[src/rtl/bcd_seg7_scan.sv]
// bcd_seg7_scan: three-digit multiplexed seven-segment driver for common-anode
// displays. A packed BCD value is staged in a pending register and only moves
// into the displayed register at the end of a full scan frame, so one frame
// never shows a mix of old and new digits.
module bcd_seg7_scan #(
  parameter int CLK_DIV  = 50000,
  parameter bit BLANK_LZ = 1'b1
) (
  input  logic       clk,
  input  logic       rst,
  input  logic [9:0] bcd_in,
  input  logic       load,
  output logic [2:0] an,
  output logic [6:0] seg,
  output logic       upd
);

  localparam int CW = $clog2(CLK_DIV);
  localparam logic [CW-1:0] CNT_LAST = CW'(CLK_DIV - 1);

  typedef enum logic [1:0] {
    DIG_ONES     = 2'd0,
    DIG_TENS     = 2'd1,
    DIG_HUNDREDS = 2'd2
  } digit_t;

  logic [CW-1:0] cnt, cnt_nxt;
  digit_t        idx, idx_nxt;
  logic [9:0]    pend, disp, disp_nxt;
  logic          pend_v;
  logic          cnt_wrap, frame_end, swap;

  logic [1:0] hund;
  logic [3:0] tens, ones;
  logic [3:0] digit_val;
  logic       digit_dash, digit_blank;
  logic [6:0] seg_dec, seg_nxt;
  logic [2:0] an_nxt;

  // Divider and digit index advance; a frame ends when the index leaves the hundreds digit.
  always_comb begin
    cnt_wrap  = (cnt == CNT_LAST);
    cnt_nxt   = cnt_wrap ? '0 : cnt + CW'(1);
    idx_nxt   = idx;
    if (cnt_wrap) begin
      case (idx)
        DIG_ONES: idx_nxt = DIG_TENS;
        DIG_TENS: idx_nxt = DIG_HUNDREDS;
        default:  idx_nxt = DIG_ONES;
      endcase
    end
    frame_end = cnt_wrap && (idx == DIG_HUNDREDS);
    swap      = frame_end && pend_v;
    disp_nxt  = swap ? pend : disp;
  end

  // Select and decode the digit that will be lit after this edge, so an/seg move together with idx.
  always_comb begin
    hund        = disp_nxt[9:8];
    tens        = disp_nxt[7:4];
    ones        = disp_nxt[3:0];
    digit_val   = ones;
    digit_dash  = 1'b0;
    digit_blank = 1'b0;
    case (idx_nxt)
      DIG_ONES: begin
        digit_val  = ones;
        digit_dash = (ones > 4'd9);
      end
      DIG_TENS: begin
        digit_val   = tens;
        digit_dash  = (tens > 4'd9);
        digit_blank = BLANK_LZ && (hund == 2'd0) && (tens == 4'd0);
      end
      default: begin
        digit_val   = {2'b00, hund};
        digit_dash  = (hund == 2'd3);
        digit_blank = BLANK_LZ && (hund == 2'd0);
      end
    endcase

    case (digit_val)
      4'd0:    seg_dec = 7'h40;
      4'd1:    seg_dec = 7'h79;
      4'd2:    seg_dec = 7'h24;
      4'd3:    seg_dec = 7'h30;
      4'd4:    seg_dec = 7'h19;
      4'd5:    seg_dec = 7'h12;
      4'd6:    seg_dec = 7'h02;
      4'd7:    seg_dec = 7'h78;
      4'd8:    seg_dec = 7'h00;
      4'd9:    seg_dec = 7'h10;
      default: seg_dec = 7'h3F;
    endcase
    if (digit_dash) begin
      seg_dec = 7'h3F;
    end

    case (idx_nxt)
      DIG_ONES: an_nxt = 3'b110;
      DIG_TENS: an_nxt = 3'b101;
      default:  an_nxt = 3'b011;
    endcase

    seg_nxt = seg_dec;
    if (digit_blank) begin
      an_nxt  = 3'b111;
      seg_nxt = 7'h7F;
    end
  end

  // State and registered outputs; a load on the frame-end edge refills pend after the transfer.
  always_ff @(posedge clk) begin
    if (rst) begin
      cnt    <= '0;
      idx    <= DIG_ONES;
      pend   <= '0;
      pend_v <= 1'b0;
      disp   <= '0;
      an     <= 3'b111;
      seg    <= 7'h7F;
      upd    <= 1'b0;
    end else begin
      cnt  <= cnt_nxt;
      idx  <= idx_nxt;
      disp <= disp_nxt;
      if (load) begin
        pend   <= bcd_in;
        pend_v <= 1'b1;
      end else if (swap) begin
        pend_v <= 1'b0;
      end
      an  <= an_nxt;
      seg <= seg_nxt;
      upd <= swap;
    end
  end

endmodule

[config.mk]
export PLATFORM = sky130hd
export DESIGN_NAME = bcd_seg7_scan
export DESIGN_NICKNAME = d
export VERILOG_FILES = /design/src/rtl/bcd_seg7_scan.sv
export SDC_FILE = /design/constraint.sdc
export NUM_CORES = 1
export LEC_CHECK = 0
export BUFFER_PORTS_ARGS = -buffer_cell sky130_fd_sc_hd__buf_2
export CAP_MARGIN = 20
export CELL_PAD_IN_SITES_DETAIL_PLACEMENT = 0
export CELL_PAD_IN_SITES_GLOBAL_PLACEMENT = 1
export CORE_ASPECT_RATIO = 1.25
export CORE_MARGIN = 2
export CORE_UTILIZATION = 48
export CTS_CLUSTER_DIAMETER = 50
export DETAILED_ROUTE_END_ITERATION = 12
export PLACE_DENSITY_LB_ADDON = 0.1
export SYNTH_ARGS = -nofsm -noshare
export SYNTH_HDL_FRONTEND = slang
export SYNTH_SLANG_ARGS = --single-unit
[constraint.sdc]
create_clock -name clk -period 4.3 [get_ports clk]
set_input_delay 0.43 -clock clk [delete_from_list [all_inputs] [get_ports clk]]
set_output_delay 0.43 -clock clk [all_outputs]
set_load 0.02 [all_outputs]
# Word-level counts from Yosys, hierarchy flattened

Memory sizes are Yosys's and may differ from the RTL's.
Cells that the tools add are included.
Widths: inputs -> output; s select.

Multiplexer cells: 10
Magnitude comparators: 2
Equality and inequality tests: 5
Reduce and logical (&&, ||, !) cells: 11
$add $sub $neg: 1

Operators with widths:

| operator              | count |
|---|---|
| $add 16x1->16 const B | 1 |
| $eq 16x16->1 const B  | 1 |
| $mux 10               | 1 |
| $gt 4x4->1 const B    | 2 |
| $pmux 4 s2            | 1 |
| $mux 7                | 1 |
| $logic_not 2->1       | 3 |
| $pmux 3 s2            | 1 |
| $eq 2x1->1 const B    | 2 |
| $eq 2x2->1 const B    | 2 |
| $logic_not 4->1       | 1 |
| $pmux 1 s2            | 2 |
| $pmux 2 s2            | 1 |
| $reduce_or 2->1       | 2 |
| $logic_and 1x1->1     | 3 |
| $reduce_or 3->1       | 1 |
| $mux 1                | 2 |
| $mux 2                | 1 |
| $reduce_bool 2->1     | 1 |

Input bits: 13
Output and inout port bits: 11
Logic and storage cells: 39
Register bits: 50
ROM bits: 112
Memories kept: 1

Memory list:

| name            | words | width | read ports | clocked after memory_dff | wr ports | line | source |
|---|---|---|---|---|---|---|---|
| (no name shown) | 16    | 7     | 1          | 0                        | 0        | 82   | `case (digit_val)` |

# Longest topological paths before layout

Depth in word-level cells: 8
Depth in mapped cells: 13
Mapped depth without buffers: 11

# Worst setup path after synthesis

No wires, ideal clock.

Kind: register to register
From: reg cnt[0]
To: reg seg[4]
Required time: 4.155 ns
Path buffers: 1
Stages on the path, launching flop included: 12
Library setup time: 0.145 ns
Arrival time: 2.473 ns
Setup slack: 1.682 ns
Period minus slack after synthesis: 2.618 ns
Path through: dfxtp_1 > ha_1 > and3_1 > buf_2 > and4_1 > or2_2 > a311oi_1 > ha_1 > inv_1 > o31a_1 > a211oi_1 > o2111ai_1

Word-level cells in the longest chain between the ends: 8
Elaborated cells between the ends (all ways): 18
Classes of those cells: 2 x order compare; 3 x eq/ne; 5 x mux; 7 x reduce/logical; 1 x memory

Ends and longest elaborated chain:

| item                                                 | line | source |
|---|---|---|
| from (decl)                                          | 27   | `logic [CW-1:0] cnt, cnt_nxt;` |
| from (signal assigned)                               | 124  | `cnt <= cnt_nxt;` |
| $eq 16x16->1 *                                       | 42   | `cnt_wrap = (cnt == CNT_LAST);` |
| branches (longest 7 deep; another with $mem_v2 16x7) | n/a  |  |
| to (signal assigned)                                 | 134  | `seg <= seg_nxt;` |
| to (decl)                                            | 14   | `output logic [6:0] seg,` |

Every way passes the cells marked *.
A chain may end at the register's enable or synchronous reset.

# Final worst setup path

Ends and elaborated chain as after synthesis.

==> impl_results.rst <==
.. list-table::
   :header-rows: 1

   * - Metric
     - Value
   * - Run status
     - finished clean
   * - End of the worst register-to-register path
     - seg[4]
   * - Relative area change from synthesis to final layout
     - 9.10%
   * - Sum of negative setup slack
     - 0 ns
   * - Number of remaining DRC errors
     - 0
   * - I/O Pins
     - 24
   * - Hold violation count in the final report
     - 0
   * - Std cell rows
     - 29
   * - Flip-flop cell with the highest count after synthesis
     - sky130_fd_sc_hd__dfxtp_1
   * - Critical path, cell by cell
     - ha_1 -> and3_1 -> and4_1 -> or2_2 -> a311oi_1 -> ha_1 -> inv_1 -> o31a_1 -> a211oi_1 -> o2111ai_1
   * - Remaining antenna violation count
     - 0
   * - Class of the tightest hold or removal check
     - input pin to register
   * - 1st-iter DRT viols
     - between 100 and 150
   * - Number of antenna diodes
     - 0
   * - H-tree levels
     - 2
   * - Placed instance count
     - 349
   * - Clock sink count
     - 50
   * - Via count normalized by instance count
     - about 5.5
   * - Cells taking the most area after synthesis
     - sky130_fd_sc_hd__dfxtp_1, sky130_fd_sc_hd__mux2i_1, sky130_fd_sc_hd__nand2_1
   * - Actual transition at the worst max-transition pin
     - between 0.6 and 0.7 ns
   * - Count of unique library cells instantiated by Yosys
     - 49
   * - Global-route wire length before repair
     - 8850 microns
   * - Critical Path Max Stage Delay
     - 0.62 ns
   * - Data arrival time of the critical path
     - between 3 and 4 ns
   * - Reg-to-reg setup timing slack
     - roughly 1.4 ns
   * - Count of port buffers added during placement
     - 23
   * - Register bit total from synthesis
     - 50
   * - Capturing element type of the critical path
     - register
   * - Routed via count
     - 1954
   * - Final std cells w/o fill
     - about 360
   * - Cell Pwr Density
     - between 200 and 300 nW/um^2
   * - Post-layout net count
     - ~310
   * - TritonCTS Buffers
     - 5
   * - Routability Congestion
     - roughly 0.84
   * - Max-capacitance violation count
     - 0
   * - Gate Count Post-Synth
     - around 280
   * - Placement-stage cell area
     - roughly 2600 sq um
   * - CTS max path bufs
     - 2
   * - Commonest non-fill, non-tap cells in the layout
     - sky130_fd_sc_hd__dfxtp_1, sky130_fd_sc_hd__nand2_1, sky130_fd_sc_hd__nor2_1, sky130_fd_sc_hd__buf_2, sky130_fd_sc_hd__mux2i_1
   * - Critical R2R Launch
     - cnt[0]
   * - Number of instances resized during post-cts repair
     - 0
   * - Die X
     - between 60 and 70 microns
   * - Slowest library cell on the worst path
     - sky130_fd_sc_hd__a311oi_1
   * - Worst min-delay path startpoint
     - bcd_in[5]
   * - Maximum resistive drop on vdd
     - 0.000187 V
   * - Net count of the mapped netlist
     - between 200 and 300
   * - Detail-routed net length per standard cell
     - 14.5 microns
   * - Total Die Area
     - 5720 sq um
   * - Synthesized area per cell
     - 8.94 sq um
   * - Hold endpoint
     - pend[5]
   * - Remaining max-slew budget at the tightest pin
     - 0.545
   * - Wire length reported by the detailed router
     - between 5000 and 6000 microns
   * - First-pass iteration count of the detailed router
     - 4
   * - Critical path type
     - register to register
   * - Maximum number of pins on one net before global-route repair
     - 27
   * - Detail Placement HPWL
     - roughly 3700 microns
   * - Depth of the worst register-to-register path
     - 10
   * - Worst Path Max Fanout
     - 9
   * - Height of the die
     - between 80 and 90 microns
   * - Worst Skew
     - around 0.0076 ns
   * - Cell area after technology mapping
     - 2460 sq um
   * - RSZ-0062 raised after global routing
     - false
   * - Number of global-route vias before repair
     - 1900
   * - Clock tree from TritonCTS
     - done
   * - Final worst-path cycle share
     - 0.671
   * - Dominant cell type by count on the critical path
     - sky130_fd_sc_hd__ha_1
   * - Number of buffers inserted to repair setup after CTS
     - 0
   * - EDFF count, synth
     - 0
   * - Post-synth ARST share
     - 0
   * - Gr ovfl total
     - 0
   * - Clock transition time at the flip-flop clock pins of the worst setup and hold paths
     - 0.09 ns
   * - Hold Slack
     - ~0.36 ns
   * - Leak Pwr
     - about 1.1 nW
   * - Core Footprint
     - ~5000 sq um
   * - Startpoint Class
     - register
   * - Post-synthesis sequential area ratio
     - 0.407
   * - Final number of setup-violating endpoints
     - 0
   * - Number of antenna violations at the first check in global routing
     - 0
   * - Area leader, netlist
     - sky130_fd_sc_hd__dfxtp_1
   * - CTS hold repair buffers
     - 0
   * - Clock root buffer
     - sky130_fd_sc_hd__clkbuf_8
   * - Layout cells sized above 1
     - 0.159
   * - Yosys top cell area share
     - 0.407
   * - Post-route standard cell area excluding fillers
     - around 2700 sq um
   * - Number of cells on the worst hold path
     - 3
   * - Data required time at the worst endpoint
     - 4.45 ns
   * - Overall Global Routing Usage
     - 0.199
   * - Crit path time final
     - slightly below 3 ns
   * - Most common library cell in the layout ignoring fill and taps
     - sky130_fd_sc_hd__dfxtp_1
   * - Initial Util
     - 0.491
   * - Maximum achievable frequency
     - approximately 0.35 GHz
   * - Clock latency on the worst-skew pair
     - about 0.30 ns
   * - Number of warnings issued by yosys
     - 0
   * - Pins over their slew limit
     - 0
==> worst max-delay path, delay by kind of cell, from the launching register on <==
| kind | cells | cell delay (ns) |
|---|---|---|
| AND/OR/NAND/NOR | 3 | 0.81 |
| flip-flops | 1 | 0.33 |
| buffers and inverters | 1 | 0.05 |
| adder cells (fa/ha/maj) | 2 | 0.49 |
| AO/OA/AOI/OAI | 4 | 1.06 |
==> area by class of cell <==
cell class | count | area, sq um
Fill cell | 487 | 2320
Multi-Input combinational cell | 202 | 1350
Sequential cell | 50 | 1000
Timing Repair Buffer | 23 | 115
Clock buffer | 7 | 86.3
Tap cell | 62 | 77.6
Inverter | 12 | 45.0
Clock inverter | 1 | 5.00
==> routing by layer <==
layer	track usage	wire length (microns)
met1	0.269	2520
met2	0.320	2490
met3	0.0283	113
met4	0.0673	60
met5	0	0
==> registers in the layout, indices dropped and copies added, names as in the netlist <==
register and count:
idx 2, pend_v 1, seg 7, pend 10
disp 10, cnt 16, upd 1, an 3
==> synthesized netlist by cell type, drive strengths merged, types with 2 or more instances <==
master	n
a211oi	4
a21oi	16
a311oi	2
a41oi	2
and3	8
and4	4
buf	6
clkbuf	5
dfxtp	50
ha	6
inv	12
mux2	4
mux2i	18
nand2	35
nand3	11
nand4	5
nor2	33
nor2b	2
nor3	2
o2111ai	5
o211ai	3
o21ai	6
or2	3
or3	5
or4	2
xnor2	7
xor2	6
==> kinds of logic (layout without fill, tap and decap cells) <==
kind of cell | Yosys count | in the layout | share of synthesized area
XOR/XNOR | 13 | 13 | 0.0463
multiplexers | 22 | 22 | 0.0916
AND/OR/NAND/NOR | 116 | 116 | 0.245
buffers and inverters | 23 | 43 | 0.0427
AO/OA/AOI/OAI | 45 | 45 | 0.137
adder cells (fa/ha/maj) | 6 | 6 | 0.0305
flip-flops | 50 | 50 | 0.407
==> power breakdown <==
part           total [mW]  switching [mW]  internal (mW)
Clock               0.278           0.148          0.130
Combinational      0.0420          0.0242         0.0178
Sequential          0.483         0.00820          0.475
Total               0.803           0.180          0.623
==> worst max path at each step <==
stage                 from      to  slack [ns]  cells after the start
floorplan           cnt[0]  seg[4]        1.68                     11
global placement    cnt[0]  seg[4]        1.42                     10
detailed placement  cnt[0]  seg[4]        1.42                     10
CTS                 cnt[0]  seg[4]        1.39                     10
global route        cnt[0]  seg[4]        1.12                     10
finish              cnt[0]  seg[4]        1.41                     10
==> metrics by stage <==
stage | setup slack (ns) | util | total power, mW
5_1_grt | 1.12 | 0.536 | 0.837
6_report | 1.41 | 0.536 | 0.803
4_1_cts | 1.39 | 0.536 | 0.815
3_5_place_dp | 1.42 | 0.518 | 0.536
2_1_floorplan | 1.68 | - | 0.521
3_3_place_gp | 1.42 | 0.518 | 0.536
No activity file was read; power rests on OpenSTA's default activity.
